### src/rtl/seq_011_tx.sv
// rtl/seq_011_tx.sv - Moore serial framer: "011" sync header then DATA_W payload bits MSB first
// Optional feature macro: TX_PARITY_EN (adds an even-parity bit after the payload).
module seq_011_tx #(
  parameter int DATA_W = 8
) (
  input  logic              clk,
  input  logic              reset,
  input  logic              in_valid,
  input  logic [DATA_W-1:0] in_data,
  output logic              in_ready,
  output logic              dout,
  output logic              busy,
  output logic              done
);

  localparam int CNT_W = (DATA_W > 1) ? $clog2(DATA_W) : 1;

  localparam logic [2:0] ST_IDLE   = 3'd0;
  localparam logic [2:0] ST_SYNC0  = 3'd1;
  localparam logic [2:0] ST_SYNC1  = 3'd2;
  localparam logic [2:0] ST_SYNC2  = 3'd3;
  localparam logic [2:0] ST_DATA   = 3'd4;
`ifdef TX_PARITY_EN
  localparam logic [2:0] ST_PARITY = 3'd5;
`endif

  logic [2:0]        state_q, state_d;
  logic [CNT_W-1:0]  cnt_q, cnt_d;
  logic [DATA_W-1:0] shift_q, shift_d;
`ifdef TX_PARITY_EN
  logic              par_q, par_d;
`endif

  // State register: every flop clears asynchronously so a mid-frame reset aborts cleanly
  always_ff @(posedge clk or negedge reset) begin
    if (!reset) begin
      state_q <= ST_IDLE;
      cnt_q   <= '0;
      shift_q <= '0;
`ifdef TX_PARITY_EN
      par_q   <= 1'b0;
`endif
    end else begin
      state_q <= state_d;
      cnt_q   <= cnt_d;
      shift_q <= shift_d;
`ifdef TX_PARITY_EN
      par_q   <= par_d;
`endif
    end
  end

  // Next-state logic: accept in IDLE, walk the header, then shift out the payload
  always_comb begin
    state_d = state_q;
    cnt_d   = cnt_q;
    shift_d = shift_q;
`ifdef TX_PARITY_EN
    par_d   = par_q;
`endif
    case (state_q)
      ST_IDLE: begin
        // in_ready is 1 only here, so acceptance reduces to in_valid
        if (in_valid) begin
          state_d = ST_SYNC0;
          shift_d = in_data;
`ifdef TX_PARITY_EN
          par_d   = ^in_data;
`endif
        end
      end
      ST_SYNC0: state_d = ST_SYNC1;
      ST_SYNC1: state_d = ST_SYNC2;
      ST_SYNC2: begin
        state_d = ST_DATA;
        cnt_d   = CNT_W'(DATA_W - 1);
      end
      ST_DATA: begin
        shift_d = shift_q << 1;
        if (cnt_q == '0) begin
`ifdef TX_PARITY_EN
          state_d = ST_PARITY;
`else
          state_d = ST_IDLE;
`endif
        end else begin
          cnt_d = cnt_q - 1'b1;
        end
      end
`ifdef TX_PARITY_EN
      ST_PARITY: state_d = ST_IDLE;
`endif
      // Unused encodings recover to IDLE on the next edge
      default: state_d = ST_IDLE;
    endcase
  end

  // Output decode: purely from registered state, never from inputs
  always_comb begin
    dout     = 1'b1;
    in_ready = 1'b0;
    busy     = 1'b1;
    done     = 1'b0;
    case (state_q)
      ST_IDLE: begin
        in_ready = 1'b1;
        busy     = 1'b0;
      end
      ST_SYNC0: dout = 1'b0;
      ST_SYNC1: dout = 1'b1;
      ST_SYNC2: dout = 1'b1;
      ST_DATA: begin
        dout = shift_q[DATA_W-1];
`ifndef TX_PARITY_EN
        done = (cnt_q == '0);
`endif
      end
`ifdef TX_PARITY_EN
      ST_PARITY: begin
        dout = par_q;
        done = 1'b1;
      end
`endif
      default: begin
        // Unreachable encodings look exactly like IDLE
        in_ready = 1'b1;
        busy     = 1'b0;
      end
    endcase
  end

endmodule

### config.mk
export PLATFORM = sky130hd
export DESIGN_NAME = seq_011_tx
export DESIGN_NICKNAME = d
export VERILOG_FILES = /design/src/rtl/seq_011_tx.sv
export SDC_FILE = /design/constraint.sdc
export NUM_CORES = 1
export LEC_CHECK = 0
export ABC_AREA = 1
export CAP_MARGIN = 20
export CORE_MARGIN = 2
export CORE_UTILIZATION = 54
export CTS_CLUSTER_DIAMETER = 100
export DETAILED_ROUTE_END_ITERATION = 6
export GPL_TIMING_DRIVEN = 0
export MAX_ROUTING_LAYER = met4
export PLACE_DENSITY = 0.83
export REMOVE_ABC_BUFFERS = 1
export SLEW_MARGIN = 10
export SYNTH_ARGS = -nofsm -noshare
export SYNTH_HDL_FRONTEND = slang
export SYNTH_SLANG_ARGS = --single-unit
### constraint.sdc
create_clock -name clk -period 3.41 [get_ports clk]
set_input_delay 0.682 -clock clk [delete_from_list [all_inputs] [get_ports clk]]
set_output_delay 0.682 -clock clk [all_outputs]
set_load 0.02 [all_outputs]
==> impl_metrics.toml, run 1 <==
[min_path]
hp-class = "flip-flop to flip-flop"
holdPathStages = 2

[clock_tree]
cts_hold_buf = 0
cts_resized = 0
cts_sinks = 14
clk_pin_slew_ns = 0.08
clk_latency_ns = 0.27
root_buffer = "clkbuf_4"
h-tree-depth = 1
numCtsBuffers = 3
cts.path.max_buffers = 2
cts_setup_buffers = 0
cts_tree = "built"

[critical_path]
worst_ep_arrival_time_ns = 2.04
reg2reg_slack_ns = 1.97
rr_startpoint = "state_q[1]$_DFFE_PN0P_"
crit_path_start = "state_q[1]$_DFFE_PN0P_"
worstPathMaxFanout = 12
reg2regPathDepth = 6
required_ns = 2.73
slowest_delay_ns = 0.61
endpoint_kind = "primary output"
endpoint = "done"
regToRegEndpoint = "cnt_q[1]$_DFFE_PN0P_"
crit_chain = "nor2_4 > nand2_2 > nor2_1 > clkdlybuf4s50_1"
critical_path_class = "flip-flop to primary output"
cpMaxStageDelayCell = "clkdlybuf4s50_1"
critPathLaunchType = "flip-flop"

[die]
start_util_pct = 57.1
die_h_um = 43.7
core_mm2 = 0.00149
io_pins = 15
dieArea_mm2 = 0.00191
die_w_um = 43.7
rows = 14

[global_routing]
overflow = 0
grt_start_max_net_pins = 15
grt_first_pass_wirelength_mm = 2.61
antenna_found_initial = 0
grt.total_usage_pct = 19.1
grt_pass1_vias = 612

[flow_run]
maxCapViolCount = 0

[status]
run_status = "complete, no violations"

[sta]
hold_viol_final = 0
rsz0062_at_grt = "false"
tns_ns = 0
slew_viol_final = 0
holdWs_ns = 0.478
max_freq_ghz = 0.367
tightest_slew_ns = 0.606
fin_skew_ns = 0.000648
post-route-period-util_pct = 79.9
slew_headroom_pct = 59.5
fin_crit_ns = 2.73
setup_viol = 0

[power]
powerDensity_mw_per_mm2 = 852
ir_drop_mv = 0.478
p_leak_nw = 0.558

[routing]
antenna_left = 0
drcViolationCount = 0
first_pass_iters = 4
wl_per_cell_um = 9.63
vias = 688
drt_iter0_drc = 17
viasPerCell = 4.81
drt_wl_total_mm = 1.38

[synth]
synth_top_cell_by_area = "dfrtp_1"
avgSynthCellArea_um2 = 7.53
seq_area_frac_synth_pct = 41.2
ys_warn_count = 0
synth_edf_count = 0
ys_ff_latch = 14
yosys.area.top_type_share_pct = 41.2
syn_area_um2 = 851
ys_top_cells_by_count = "nand2_1, inv_1, nand3_1"
synth_area_leaders = "dfrtp_1, nand2_1, inv_1"
ys_types = 18
yosysMostFrequentCell = "nand2_1"
async_reset_ff_share_pct = 100
synthCells = 113
ys.flop_type = "dfrtp_1"

[layout]
final_nets = 142
drive_gt1_share_pct = 10.2
synthToLayoutAreaGrowth_pct = 17.5
fillers = 123
antenna_cells = 0

[place]
gp_congestion = 0.806
portBuffers = 14
post-dp-hpwl_mm = 1.03
layer usage:
layer / up-vias / part of all wire, % / GRT usage, % / wire length, µm
met3: 5 / 3.5 / 3.75 / 48
met2: 12 / 46 / 29.1 / 630
li1: 370 / - / - / -
met1: 301 / 49 / 24.4 / 669
met5: - / 0 / - / 0
met4: 0 / 2.1 / 9.09 / 29
power by group:
part | internal, mW | switching (mW) | total, mW
Sequential | 0.247 | 0.0692 | 0.316
Clock | 0.0409 | 0.0492 | 0.0901
Combinational | 0.180 | 0.266 | 0.445
worst max-delay path, delay by kind of cell, from the launching register on:
family	cells	cell delay, ns
flops	1	0.44
simple gates	3	0.71
buf+inv	1	0.61
metrics by stage:
stage / util (%) / total power [mW] / cells / cell area, µm² / worst slack, ns
final: 67.1 / 0.852 / 143 / 1000 / 0.685
after global placement: 65.6 / 0.756 / 140 / 977 / 0.996
after floorplan: - / 0.629 / 110 / 817 / 1.54
after detailed placement: 65.6 / 0.769 / 140 / 977 / 0.988
after CTS: 67.1 / 0.862 / 143 / 1000 / 0.682
after global routing: 67.1 / 0.942 / 143 / 1000 / 0.568
how the worst min path moves through the flow:
stage / start / end
2_1_floorplan: reset / cnt_q[0]$_DFFE_PN0P_
6_report: shift_q[7]$_DFFE_PN0P_ / shift_q[7]$_DFFE_PN0P_
3_5_place_dp: shift_q[7]$_DFFE_PN0P_ / shift_q[7]$_DFFE_PN0P_
4_1_cts: shift_q[1]$_DFFE_PN0P_ / shift_q[1]$_DFFE_PN0P_
3_3_place_gp: shift_q[3]$_DFFE_PN0P_ / shift_q[3]$_DFFE_PN0P_
5_1_grt: shift_q[4]$_DFFE_PN0P_ / shift_q[4]$_DFFE_PN0P_
area by class of cell:
class	count	area [µm²]	area share, %
Clock buffer	3	22.5	2.25
Timing Repair Buffer	14	140	14.0
Sequential cell	14	350	35.0
Multi-Input combinational cell	69	365	36.5
Tap cell	16	20.0	2.00
Inverter	27	101	10.1
cell usage in the layout, fill, tap and decap left out, drive strengths merged:
cell type,n
nor2,3
nand2,39
inv,27
clkdlybuf4s50,14
clkbuf,3
dfrtp,14
ha,2
o211ai,2
o21ai,3
nand3,19
nand4,1
logic make-up (layout without fill, tap and decap cells):
group	after synthesis	count (layout)	synth area share, %
flip-flops	14	14	41.2
AND/OR/NAND/NOR	62	62	35.1
adder cells (fa/ha/maj)	2	2	2.94
buffers and inverters	30	44	15.9
AO/OA/AOI/OAI	5	5	4.85
state kept, by name, indices dropped and copies added, names as in the netlist:
signal / cells
cnt_q: 3
shift_q: 8
state_q: 3
Power figures use the tool's default switching activity.
==> run 2: changes to the inputs <==
--- a/config.mk
+++ b/config.mk
@@ -8,12 +8,12 @@
 export ABC_AREA = 1
 export CAP_MARGIN = 20
 export CORE_MARGIN = 2
-export CORE_UTILIZATION = 54
+export CORE_UTILIZATION = 50
 export CTS_CLUSTER_DIAMETER = 100
 export DETAILED_ROUTE_END_ITERATION = 6
 export GPL_TIMING_DRIVEN = 0
 export MAX_ROUTING_LAYER = met4
-export PLACE_DENSITY = 0.83
+export PLACE_DENSITY = 0.77
 export REMOVE_ABC_BUFFERS = 1
 export SLEW_MARGIN = 10
 export SYNTH_ARGS = -nofsm -noshare
==> constraint.sdc (replaced) <==
create_clock -name clk -period 2.7 [get_ports clk]
set_input_delay 0.54 -clock clk [delete_from_list [all_inputs] [get_ports clk]]
set_output_delay 0.54 -clock clk [all_outputs]
set_load 0.02 [all_outputs]
==> impl_metrics.toml, run 2 (synthesized netlist as in run 1, its figures left out) <==
[layout]
antenna_cells = 0
reg_top3 = "shift_q: 8 flops, cnt_q: 3 flops, state_q: 3 flops"
final_common_cell = "nand2_1"
largest_reg_flops = 8
final_nets = 144
fin_util_pct = 66.0
drive_gt1_share_pct = 12.3
fillers = 130
synthToLayoutAreaGrowth_pct = 20.9
final_cell_mix = "nand2_1, inv_1, nand3_1"
largest-register = "shift_q"

[sta]
holdWs_ns = 0.481
rsz0062_at_grt = "false"
tns_ns = 0
timing.final.ws_setup_ns = 0.123
slew_headroom_pct = 57.5
setup_viol = 0
max_freq_ghz = 0.388
fin_skew_ns = 0.00116
slew_viol_final = 0
fin_crit_ns = 2.58
tightest_slew_ns = 0.636
post-route-period-util_pct = 95.4
hold_viol_final = 0

[critical_path]
critPathLaunchType = "flip-flop"
cpMaxStageDelayCell = "dfrtp_1"
reg2regPathDepth = 5
slowest_delay_ns = 0.72
worst_ep_arrival_time_ns = 2.04
worstPathMaxFanout = 14
regToRegEndpoint = "cnt_q[0]$_DFFE_PN0P_"
rr_startpoint = "state_q[2]$_DFFE_PN0P_"
required_ns = 2.16
critical_path_class = "flip-flop to primary output"
endpoint_kind = "primary output"
crit_chain = "nand2_2 > nor2_1 > clkdlybuf4s50_1"
reg2reg_slack_ns = 1.28

[place]
post-place-ws_ns = 0.419
post-dp-hpwl_mm = 1.12
gp_congestion = 0.805
portBuffers = 14

[die]
core_mm2 = 0.00156
start_util_pct = 54.6
die_h_um = 45.3
dieArea_mm2 = 0.00205
rows = 14
die_w_um = 45.3
io_pins = 15

[clock_tree]
root_buffer = "clkbuf_4"
clk_pin_slew_ns = 0.09
numCtsBuffers = 3
clk_latency_ns = 0.28
cts.path.max_buffers = 2
h-tree-depth = 1
cts_tree = "built"
cts_sinks = 14

[power]
ir_drop_mv = 0.572
powerDensity_mw_per_mm2 = 1120
p_leak_nw = 0.575
total_power_mw = 1.15

[routing]
drcViolationCount = 0
top_layer = "met4"
met1_length_um = 729
wl_met3_um = 87
viasPerCell = 4.97
vias = 725
first_pass_iters = 4
wl_per_cell_um = 10.9
dr_wl_met2_um = 743
drt_wl_total_mm = 1.60
antenna_left = 0
drt_iter0_drc = 9

[global_routing]
overflow = 0
grt_pass1_vias = 657
antenna_found_initial = 0
grt.total_usage_pct = 19.7
grt_first_pass_wirelength_mm = 2.73
grt_start_max_net_pins = 15

[min_path]
holdPathStages = 2
holdCritStartpoint = "shift_q[7]$_DFFE_PN0P_"
min_to = "shift_q[7]$_DFFE_PN0P_"
hp-class = "flip-flop to flip-flop"

[flow_run]
maxCapViolCount = 0

[status]
run_status = "complete, no violations"
==> run 2: cell count changes in the layout (fill, tap and decap cells not counted) <==
cell,before,now
buf_4,0,2
clkbuf_8,0,1
==> run 2: worst max-delay path by stage <==
stage / cells past startpoint / start / slack (ns) / to
after floorplan: 3 / state_q[1]$_DFFE_PN0P_ / 0.97 / done
after global placement: 4 / state_q[1]$_DFFE_PN0P_ / 0.42 / done
after detailed placement: 4 / state_q[1]$_DFFE_PN0P_ / 0.42 / done
after CTS: 4 / state_q[0]$_DFFE_PN0P_ / 0.09 / done
after global routing: 3 / state_q[2]$_DFFE_PN0P_ / 0.008 / done
final: 3 / state_q[2]$_DFFE_PN0P_ / 0.12 / done
==> run 2: critical path, delay by kind of cell, from the launching register on <==
kind                   cells  cell delay (ns)
flip-flops                 1             0.72
buffers and inverters      1             0.62
AND/OR/NAND/NOR            2             0.42
==> run 2: per-layer routing <==
| layer | vias to the layer above | track usage [%] |
|---|---|---|
| met1 | 325 | 24.6 |
| met5 | - | - |
| met2 | 18 | 29.4 |
| met3 | 5 | 4.80 |
| met4 | 0 | 10.6 |
| li1 | 377 | - |
==> run 2: cell type report <==
| cell class | instances | area [µm²] | area share, % |
|---|---|---|---|
| repair buffers | 16 | 155 | 15.1 |
| flip-flops and latches | 14 | 350 | 34.1 |
| well taps | 16 | 20.0 | 1.95 |
| inverters | 27 | 101 | 9.85 |
| multi-input cells | 69 | 365 | 35.5 |
| clock buffers | 4 | 36.3 | 3.53 |
==> run 2: through the flow <==
step,cells,instance area [µm²]
after floorplan,110,817
after global placement,140,977
after detailed placement,140,977
after CTS,144,1010
after global routing,146,1030
final,146,1030
==> run 2: where the power goes <==
part	leakage (nW)	switching (mW)	internal [mW]	total (mW)
clock	0.0210	0.0719	0.0821	0.154
combinational	0.382	0.348	0.246	0.594
sequential	0.171	0.0888	0.312	0.401
==> run 2: timing repair <==
action	4_1_cts	5_1_grt
setup endpoints to repair	0	1
hold buffers	0	0
buffers inserted	0	2
resized for setup	0	0
==> run 3: changes to the inputs <==
--- a/config.mk
+++ b/config.mk
@@ -12,6 +12,7 @@
 export CTS_CLUSTER_DIAMETER = 100
 export DETAILED_ROUTE_END_ITERATION = 6
 export GPL_TIMING_DRIVEN = 0
+export HOLD_SLACK_MARGIN = 0.02
 export MAX_ROUTING_LAYER = met4
 export PLACE_DENSITY = 0.77
 export REMOVE_ABC_BUFFERS = 1
==> results of run 3 <==
Final layout, timing and power as in run 2 (identical DEF).
